File: config.mk
export PLATFORM = sky130hd
export DESIGN_NAME = mem_arbiter_multi_flat
export DESIGN_NICKNAME = d
export VERILOG_FILES = /design/src/rtl/mem_arbiter_multi_if.sv /design/src/rtl/mem_arbiter_multi.sv /design/src/flat_wrapper.sv
export SDC_FILE = /design/constraint.sdc
export NUM_CORES = 1
export LEC_CHECK = 0
export ABC_AREA = 0
export CAP_MARGIN = 40
export CORE_MARGIN = 5
export CORE_UTILIZATION = 34
export CTS_BUF_LIST = sky130_fd_sc_hd__clkbuf_4 sky130_fd_sc_hd__clkbuf_8
export DETAILED_ROUTE_END_ITERATION = 16
export PLACE_DENSITY = 0.78
export SYNTH_ARGS = -nofsm -noshare
export SYNTH_HDL_FRONTEND = slang
export SYNTH_SLANG_ARGS = --single-unit
File: constraint.sdc
create_clock -name CLK -period 1.4 [get_ports CLK]
set_clock_uncertainty 0.15 [all_clocks]
set_input_delay 0.28 -clock CLK [delete_from_list [all_inputs] [get_ports CLK]]
set_output_delay 0.28 -clock CLK [all_outputs]
set_load 0.1 [all_outputs]
File: src/rtl/mem_arbiter_multi_if.sv
// Bundles the requester-side and RAM-side signals of the multi-port memory arbiter.
// The arbiter takes the master view. A requester/RAM model takes the slave view.
interface mem_arbiter_multi_if #(
  parameter int NUM_PORTS = 2,
  parameter int ADDR_W    = 32,
  parameter int DATA_W    = 32
);
  logic [NUM_PORTS-1:0]        req_ren;
  logic [NUM_PORTS-1:0]        req_wen;
  logic [NUM_PORTS*ADDR_W-1:0] req_addr;
  logic [NUM_PORTS*DATA_W-1:0] req_wdata;
  logic [DATA_W-1:0]           req_rdata;
  logic [NUM_PORTS-1:0]        req_ready;
  logic [NUM_PORTS-1:0]        req_wait;

  logic                        ram_ren;
  logic                        ram_wen;
  logic [ADDR_W-1:0]           ram_addr;
  logic [DATA_W-1:0]           ram_wdata;
  logic [DATA_W-1:0]           ram_rdata;
  logic                        ram_busy;

  modport master (
    input  req_ren, req_wen, req_addr, req_wdata, ram_rdata, ram_busy,
    output req_rdata, req_ready, req_wait, ram_ren, ram_wen, ram_addr, ram_wdata
  );

  modport slave (
    output req_ren, req_wen, req_addr, req_wdata, ram_rdata, ram_busy,
    input  req_rdata, req_ready, req_wait, ram_ren, ram_wen, ram_addr, ram_wdata
  );
endinterface

File: src/rtl/mem_arbiter_multi.sv
// Arbitrates NUM_PORTS requesters onto one single-ported RAM with a busy handshake.
// Arbitration is either fixed priority or round-robin. Each access is latched and then replayed to the RAM.
module mem_arbiter_multi #(
  parameter int NUM_PORTS = 2,
  parameter int ADDR_W    = 32,
  parameter int DATA_W    = 32,
  parameter int RR_MODE   = 0
) (
  input logic                 CLK,
  input logic                 RST,
  mem_arbiter_multi_if.master bus
);
  localparam int IDX_W = (NUM_PORTS > 1) ? $clog2(NUM_PORTS) : 1;

  typedef enum logic [1:0] {IDLE, ISSUE, RESP} state_t;

  state_t               state;
  logic [IDX_W-1:0]     grant_idx;
  logic [IDX_W-1:0]     rr_ptr;
  logic [IDX_W-1:0]     win_idx;
  logic                 win_found;
  logic                 ren_q;
  logic                 wen_q;
  logic [ADDR_W-1:0]    lat_addr;
  logic [DATA_W-1:0]    lat_wdata;
  logic [DATA_W-1:0]    rdata_q;
  logic [NUM_PORTS-1:0] ready_q;
  logic [NUM_PORTS-1:0] request;
  logic [ADDR_W-1:0]    addr_arr  [NUM_PORTS];
  logic [DATA_W-1:0]    wdata_arr [NUM_PORTS];

  assign request = bus.req_ren | bus.req_wen;

  for (genvar g = 0; g < NUM_PORTS; g++) begin : g_unpack
    assign addr_arr[g]  = bus.req_addr[g*ADDR_W +: ADDR_W];
    assign wdata_arr[g] = bus.req_wdata[g*DATA_W +: DATA_W];
  end

  // Round-robin searches upward from the port after the last winner, wrapping around.
  always_comb begin
    int               cand;
    logic [IDX_W-1:0] cand_idx;
    win_found = 1'b0;
    win_idx   = '0;
    cand      = 0;
    cand_idx  = '0;
    if (RR_MODE != 0) begin
      for (int k = 1; k <= NUM_PORTS; k++) begin
        cand     = (int'(rr_ptr) + k) % NUM_PORTS;
        cand_idx = IDX_W'(cand);
        if (!win_found && request[cand_idx]) begin
          win_found = 1'b1;
          win_idx   = cand_idx;
        end
      end
    end else begin
      for (int i = NUM_PORTS - 1; i >= 0; i--) begin
        if (request[IDX_W'(i)]) begin
          win_found = 1'b1;
          win_idx   = IDX_W'(i);
        end
      end
    end
  end

  always_ff @(posedge CLK) begin
    if (RST) begin
      state     <= IDLE;
      grant_idx <= '0;
      rr_ptr    <= IDX_W'(NUM_PORTS - 1);
      ren_q     <= 1'b0;
      wen_q     <= 1'b0;
      lat_addr  <= '0;
      lat_wdata <= '0;
      rdata_q   <= '0;
      ready_q   <= '0;
    end else begin
      unique case (state)
        IDLE: begin
          if (win_found) begin
            grant_idx <= win_idx;
            wen_q     <= bus.req_wen[win_idx];
            ren_q     <= ~bus.req_wen[win_idx];
            lat_addr  <= addr_arr[win_idx];
            lat_wdata <= wdata_arr[win_idx];
            state     <= ISSUE;
          end
        end
        ISSUE: begin
          if (!bus.ram_busy) begin
            if (!wen_q) begin
              rdata_q <= bus.ram_rdata;
            end
            rr_ptr  <= grant_idx;
            ren_q   <= 1'b0;
            wen_q   <= 1'b0;
            ready_q <= NUM_PORTS'(1) << grant_idx;
            state   <= RESP;
          end
        end
        RESP: begin
          ready_q <= '0;
          state   <= IDLE;
        end
        default: state <= IDLE;
      endcase
    end
  end

  // The RAM sees only latched copies, so requesters may drop or change inputs mid-access.
  assign bus.ram_ren   = ren_q;
  assign bus.ram_wen   = wen_q;
  assign bus.ram_addr  = lat_addr;
  assign bus.ram_wdata = lat_wdata;
  assign bus.req_rdata = rdata_q;
  assign bus.req_ready = ready_q;
  assign bus.req_wait  = request & ~ready_q;
endmodule
File: src/flat_wrapper.sv
// flat-port wrapper written by rule: the top's interface ports become plain ports
module mem_arbiter_multi_flat 
#(
  parameter int NUM_PORTS = 2,
  parameter int ADDR_W    = 32,
  parameter int DATA_W    = 32,
  parameter int RR_MODE   = 0
)
  (CLK, RST, bus_req_ren, bus_req_wen, bus_req_addr, bus_req_wdata, bus_ram_rdata, bus_ram_busy, bus_req_rdata, bus_req_ready, bus_req_wait, bus_ram_ren, bus_ram_wen, bus_ram_addr, bus_ram_wdata);
  mem_arbiter_multi_if #(.NUM_PORTS(NUM_PORTS), .ADDR_W(ADDR_W), .DATA_W(DATA_W)) bus_i ();
  input logic CLK;
  input logic RST;
  input wire logic [$bits(bus_i.req_ren)-1:0] bus_req_ren;
  input wire logic [$bits(bus_i.req_wen)-1:0] bus_req_wen;
  input wire logic [$bits(bus_i.req_addr)-1:0] bus_req_addr;
  input wire logic [$bits(bus_i.req_wdata)-1:0] bus_req_wdata;
  input wire logic [$bits(bus_i.ram_rdata)-1:0] bus_ram_rdata;
  input wire logic [$bits(bus_i.ram_busy)-1:0] bus_ram_busy;
  output wire logic [$bits(bus_i.req_rdata)-1:0] bus_req_rdata;
  output wire logic [$bits(bus_i.req_ready)-1:0] bus_req_ready;
  output wire logic [$bits(bus_i.req_wait)-1:0] bus_req_wait;
  output wire logic [$bits(bus_i.ram_ren)-1:0] bus_ram_ren;
  output wire logic [$bits(bus_i.ram_wen)-1:0] bus_ram_wen;
  output wire logic [$bits(bus_i.ram_addr)-1:0] bus_ram_addr;
  output wire logic [$bits(bus_i.ram_wdata)-1:0] bus_ram_wdata;
  assign bus_i.req_ren = bus_req_ren;
  assign bus_i.req_wen = bus_req_wen;
  assign bus_i.req_addr = bus_req_addr;
  assign bus_i.req_wdata = bus_req_wdata;
  assign bus_i.ram_rdata = bus_ram_rdata;
  assign bus_i.ram_busy = bus_ram_busy;
  assign bus_req_rdata = bus_i.req_rdata;
  assign bus_req_ready = bus_i.req_ready;
  assign bus_req_wait = bus_i.req_wait;
  assign bus_ram_ren = bus_i.ram_ren;
  assign bus_ram_wen = bus_i.ram_wen;
  assign bus_ram_addr = bus_i.ram_addr;
  assign bus_ram_wdata = bus_i.ram_wdata;
  mem_arbiter_multi #(.NUM_PORTS(NUM_PORTS), .ADDR_W(ADDR_W), .DATA_W(DATA_W), .RR_MODE(RR_MODE)) u_core (.CLK(CLK), .RST(RST), .bus(bus_i));
endmodule
==> impl_metrics.json, run 1 <==
{
  "port_buffers": 203,
  "placed_cell_area_sq_um": 7590,
  "muxShareOfSynthArea_pct": 7.42,
  "worstPathRequired_ns": 0.97,
  "final_nets": 811,
  "grt_util_met3_pct": 5.90,
  "syn-cell-area_sq_um": 4310,
  "postLayoutCellArea_sq_um": 8060,
  "use_met1_pct": 18.5,
  "synth_nets": 624,
  "crit_type": "flip-flop to output port",
  "layout_setup_ws_ns": -0.0724,
  "cp-start-kind": "flip-flop",
  "grt_pass1_vias": 3952,
  "vias": 4029,
  "ios": 269,
  "grt_max_degree": 84,
  "cts_buffers": 9,
  "clk-insertion-delay-late_ns": 0.37,
  "min_period_ns": 1.47,
  "rsz0062_at_grt": "true",
  "hold_class": "input port to flip-flop",
  "cts_buffer_depth": 2,
  "die_w_um": 123,
  "cts_tree": "done",
  "ys_seq_area_share_pct": 46.9,
  "ctsHoldBuffers": 0,
  "drt_wl_total_mm": 13.9,
  "synth-simple-area-share_pct": 24.7,
  "core_area_sq_um": 12500,
  "violations": "negative setup slack",
  "synth_xor_area_share_pct": 0,
  "first_iter_violations": 157,
  "reg2reg_slack_ns": -0.04,
  "drive_gt1_share_pct": 40.2,
  "hpwl_mm": 9.87,
  "fin_crit_sh_pct": 105,
  "area_growth_pct": 86.9,
  "dr.pass1.iters": 4,
  "cts-root-buf": "clkbuf_8",
  "antenna_cells": 0,
  "power_density_nw_per_um2": 1030,
  "cp-end-kind": "output port",
  "setup_viol": 15,
  "num_rows": 41,
  "crit_fanout": 3,
  "setup_tns_ns": -0.279,
  "drv_cap": 0,
  "start_util_pct": 34.5,
  "detail-route-antenna-nets": 0,
  "antenna_found_initial": 0,
  "synthCells": 457,
  "cp.arrival_ns": 1.04,
  "yosys_warnings": 0,
  "gp_congestion": 0.759,
  "synth_compound_area_share_pct": 15.3,
  "h-tree-depth": 3,
  "routedWlPerCell_um": 16.9,
  "met2_usage_pct": 28.8,
  "synthAdderAreaFrac_pct": 0,
  "drc_errors": 0,
  "slew_viol_final": 0,
  "grt_overflow": 0,
  "cts_num_sinks": 101,
  "grt_pass1_wl_mm": 19.7,
  "clkTransAtPathRegs_ns": 0.10,
  "via_per_inst": 4.91,
  "max_freq_ghz": 0.679,
  "ir_worst_vdd_uv": 668,
  "fin_cells": 821,
  "synth_seq_cells": 101,
  "synth_top_family_by_area": "simple AND/OR/NAND/NOR gates",
  "dp_cells": 796,
  "die-area_sq_um": 15000,
  "ys_types": 21,
  "grt_usage_pct": 16.7,
  "p_leak_nw": 3.03,
  "status": "complete, but fails checks",
  "dieHeight_um": 123,
  "synth_area_per_cell_sq_um": 9.44,
  "finalHoldViolCount": 0,
  "busiest_layer": "met2"
}
layout by cell type, fill, tap and decap left out, drive strengths merged, types with 2 or more instances in the layout:
master / n
buf: 120
dfxtp: 101
clkdlybuf4s50: 96
nand2b: 67
o21ai: 66
or3b: 65
a21oi: 65
mux2i: 32
clkbuf: 17
dlygate4sd2: 4
clkinv: 2
nor2: 2
report_power, final:
part           leakage (nW)  internal (mW)  switching [mW]
combinational          2.06           1.29            1.88
sequential            0.870           3.10           0.213
clock                 0.101          0.837            1.01
logic make-up after synthesis:
kind of cell           after synthesis
DFF                                101
other                                1
muxes                               32
AOI/OAI and AO/OA                  132
and+or+nand+nor                    142
buffers and inverters               49
flip-flops by register name, summed over array words and instances, names as in the netlist:
| signal | cells |
|---|---|
| u_core.bus.ram_addr | 32 |
| u_core.bus.ram_wdata | 32 |
| u_core.bus.req_rdata | 32 |
| u_core.state | 2 |
| u_core.bus.ram_ren | 1 |
| u_core.bus.ram_wen | 1 |
| u_core.bus.req_ready | 1 |
stage by stage:
step / worst slack [ns] / power (mW) / utilization [%] / hold WS, ns
after floorplan: -0.0878 / 5.15 / - / 0.285
after global placement: -0.410 / 6.42 / 60.6 / 0.332
after detailed placement: -0.477 / 6.48 / 60.6 / 0.337
after CTS: -0.0992 / 8.34 / 62.6 / 0.101
after global routing: -0.107 / 8.64 / 64.4 / 0.120
final: -0.0724 / 8.34 / 64.4 / 0.130
path summary, 6_finish.rpt:
kind | to | startpoint | depth (start not counted)
hold / removal | u_core.bus.req_rdata[17] | RST | 3
hold reg to reg | u_core.bus.ram_ren | u_core.bus.ram_ren | 2
setup / recovery | bus_req_wait[0] | u_core.bus.req_ready[0] | 2
setup reg to reg | u_core.bus.req_rdata[26] | u_core.state[1] | 4
per-layer routing:
layer	vias up	wire (um)	share of wire [%]
met5	-	0	0
li1	1960	-	-
met4	0	324	2.3
met1	1891	5450	39
met3	21	1120	8.0
met2	157	7000	50
critical path, cell delays in order, from the launching register on:
cell and delay (ns):
dfxtp_4 0.38, nor2_4 0.10, buf_12 0.18
what timing repair did:
item,4_1_cts,5_1_grt
endpoints found under the setup margin,72,71
setup buffers,1,3
gates cloned,0,5
pin swaps,2,6
gates resized for setup,41,32
layout make-up:
cell class | instances | area, sq um
clock buffers | 13 | 179
well taps | 172 | 215
clock inverters | 3 | 17.5
fillers | 984 | 4460
repair buffers | 225 | 3370
flip-flops and latches | 101 | 2160
multi-input cells | 307 | 2120
synth_stat cells (all sizes together):
cell | count | area [sq um]
dfxtp | 101 | 2020
nor2b | 1 | 6.26
or3b | 65 | 569
nor3b | 1 | 7.51
or4 | 1 | 7.51
nand2 | 1 | 3.75
a21oi | 65 | 325
conb | 1 | 3.75
or2 | 1 | 6.26
nor2 | 2 | 7.51
nand2b | 67 | 419
mux2i | 32 | 320
a31oi | 1 | 6.26
nor3 | 1 | 5.00
or4b | 1 | 10.0
o21ai | 66 | 330
buf | 13 | 105
clkbuf | 36 | 135
nor4b | 1 | 23.8
Note: power is estimated with default switching activity, not from simulation.
==> inputs of run 2 (changes only) <==
--- a/config.mk
+++ b/config.mk
@@ -10,8 +10,9 @@
 export CORE_MARGIN = 5
 export CORE_UTILIZATION = 34
 export CTS_BUF_LIST = sky130_fd_sc_hd__clkbuf_4 sky130_fd_sc_hd__clkbuf_8
+export CTS_CLUSTER_SIZE = 8
 export DETAILED_ROUTE_END_ITERATION = 16
-export PLACE_DENSITY = 0.78
+export PLACE_DENSITY = 0.74
 export SYNTH_ARGS = -nofsm -noshare
 export SYNTH_HDL_FRONTEND = slang
 export SYNTH_SLANG_ARGS = --single-unit
==> impl_metrics.json, run 2 (same netlist as run 1, synthesis figures left out) <==
{
  "h-tree-depth": 3,
  "fillCellCount": 954,
  "grt_pass1_wl_mm": 19.5,
  "hpwl_mm": 9.57,
  "die-area_sq_um": 15000,
  "drive_gt1_share_pct": 43.8,
  "finalPower_mw": 8.16,
  "setup_viol": 38,
  "ctsHoldBuffers": 0,
  "num_rows": 41,
  "gp_congestion": 0.764,
  "hold_class": "input port to flip-flop",
  "p_leak_nw": 3.07,
  "first_iter_violations": 123,
  "drt_wl_total_mm": 14.1,
  "cts_buffers": 9,
  "cts-root-buf": "clkbuf_8",
  "cp.arrival_ns": 1.03,
  "drv_cap": 0,
  "violations": "negative setup slack",
  "antenna_cells": 0,
  "setup_tns_ns": -0.657,
  "cts_num_sinks": 101,
  "via_per_inst": 4.87,
  "antenna_found_initial": 0,
  "final_common_cell": "buf_12",
  "slew_viol_final": 0,
  "grt_pass1_vias": 3763,
  "area_growth_pct": 90.7,
  "crit_type": "flip-flop to output port",
  "layout_setup_ws_ns": -0.0612,
  "cp-end-kind": "output port",
  "path_cells": "buf_4 -> buf_12",
  "final_util_pct": 65.7,
  "ir_worst_vdd_uv": 474,
  "rsz0062_at_grt": "true",
  "port_buffers": 203,
  "routedWlPerCell_um": 17.1,
  "status": "complete, but fails checks",
  "grt_overflow": 0,
  "dieHeight_um": 123,
  "max_stage_delay_ns": 0.37,
  "max_freq_ghz": 0.684,
  "cts_tree": "done",
  "detail-route-antenna-nets": 0,
  "power_density_nw_per_um2": 992,
  "cts_buffer_depth": 2,
  "crit_fanout": 3,
  "worstPathRequired_ns": 0.97,
  "core_area_sq_um": 12500,
  "ios": 269,
  "final_nets": 815,
  "die_w_um": 123,
  "dr.pass1.iters": 4,
  "clk-insertion-delay-late_ns": 0.36,
  "start_util_pct": 34.5,
  "clkTransAtPathRegs_ns": 0.09,
  "finalHoldViolCount": 0,
  "placed_cell_area_sq_um": 7570,
  "vias": 4015,
  "fin_crit_sh_pct": 104,
  "grt_usage_pct": 16.5,
  "cp_slowest_cell": "dfxtp_4",
  "grt_max_degree": 73,
  "postLayoutCellArea_sq_um": 8230,
  "final_cell_mix": "buf_12 (107), dfxtp_2 (97), clkdlybuf4s50_1 (96)",
  "drc_errors": 0,
  "min_period_ns": 1.46,
  "cp-start-kind": "flip-flop"
}
==> run 2: cell types whose count changed in the layout (fill, tap and decap cells not counted), sizes merged <==
cell,delta
buf,+2
clkinv,+4
clkbuf,-2
==> run 2: final cells by class <==
| type | count | area, sq um | share of cell area (%) |
|---|---|---|---|
| Multi-Input combinational cell | 307 | 2210 | 26.9 |
| Sequential cell | 101 | 2160 | 26.2 |
| Clock buffer | 9 | 124 | 1.51 |
| Tap cell | 172 | 215 | 2.62 |
| Timing Repair Buffer | 229 | 3490 | 42.4 |
| Clock inverter | 7 | 32.5 | 0.395 |
==> run 2: timing repair <==
item,in CTS,in global routing
pin swaps,3,68
buffers inserted,5,2
resized for setup,36,66
endpoints found under the setup margin,72,92
gates cloned,2,7
==> run 2: critical path, delay by kind of cell, from the launching register on <==
family | cells | cell delay (ns)
buffers and inverters | 2 | 0.30
DFF | 1 | 0.37
==> run 2: power breakdown <==
| part | internal, mW | switching (mW) | total [mW] |
|---|---|---|---|
| Sequential | 3.10 | 0.204 | 3.31 |
| Clock | 0.617 | 0.968 | 1.58 |
| Combinational | 1.36 | 1.92 | 3.27 |
==> run 2: path summary, 6_finish.rpt <==
kind	from	endpoint	slack, ns	cells past startpoint
min reg2reg	u_core.bus.req_rdata[28]	u_core.bus.req_rdata[28]	0.35	2
min	RST	u_core.bus.req_rdata[18]	0.11	3
max reg2reg	u_core.bus.ram_wen	u_core.bus.req_rdata[3]	-0.05	4
max	u_core.bus.ram_wen	bus_ram_wen	-0.06	2
==> run 2: metal layers <==
| layer | track usage (%) | routed length, um |
|---|---|---|
| met1 | 18.7 | 5630 |
| met3 | 5.53 | 1050 |
| met5 | 0 | 0 |
| met4 | 7.07 | 335 |
| met2 | 28.4 | 7110 |
==> run 2: metrics by stage <==
stage / hold WS, ns / cells / setup WS [ns]
6_report: 0.106 / 825 / -0.0612
4_1_cts: 0.0755 / 817 / -0.0890
3_5_place_dp: 0.339 / 794 / -0.466
2_1_floorplan: 0.285 / 457 / -0.0878
5_1_grt: 0.102 / 825 / -0.117
3_3_place_gp: 0.332 / 794 / -0.371
==> inputs of run 3 (changes only) <==
--- a/config.mk
+++ b/config.mk
@@ -10,7 +10,6 @@
 export CORE_MARGIN = 5
 export CORE_UTILIZATION = 34
 export CTS_BUF_LIST = sky130_fd_sc_hd__clkbuf_4 sky130_fd_sc_hd__clkbuf_8
-export CTS_CLUSTER_SIZE = 8
 export DETAILED_ROUTE_END_ITERATION = 16
 export PLACE_DENSITY = 0.74
 export SYNTH_ARGS = -nofsm -noshare
==> results of run 3 <==
The final DEF is identical to that of run 2; final timing and power are the same.
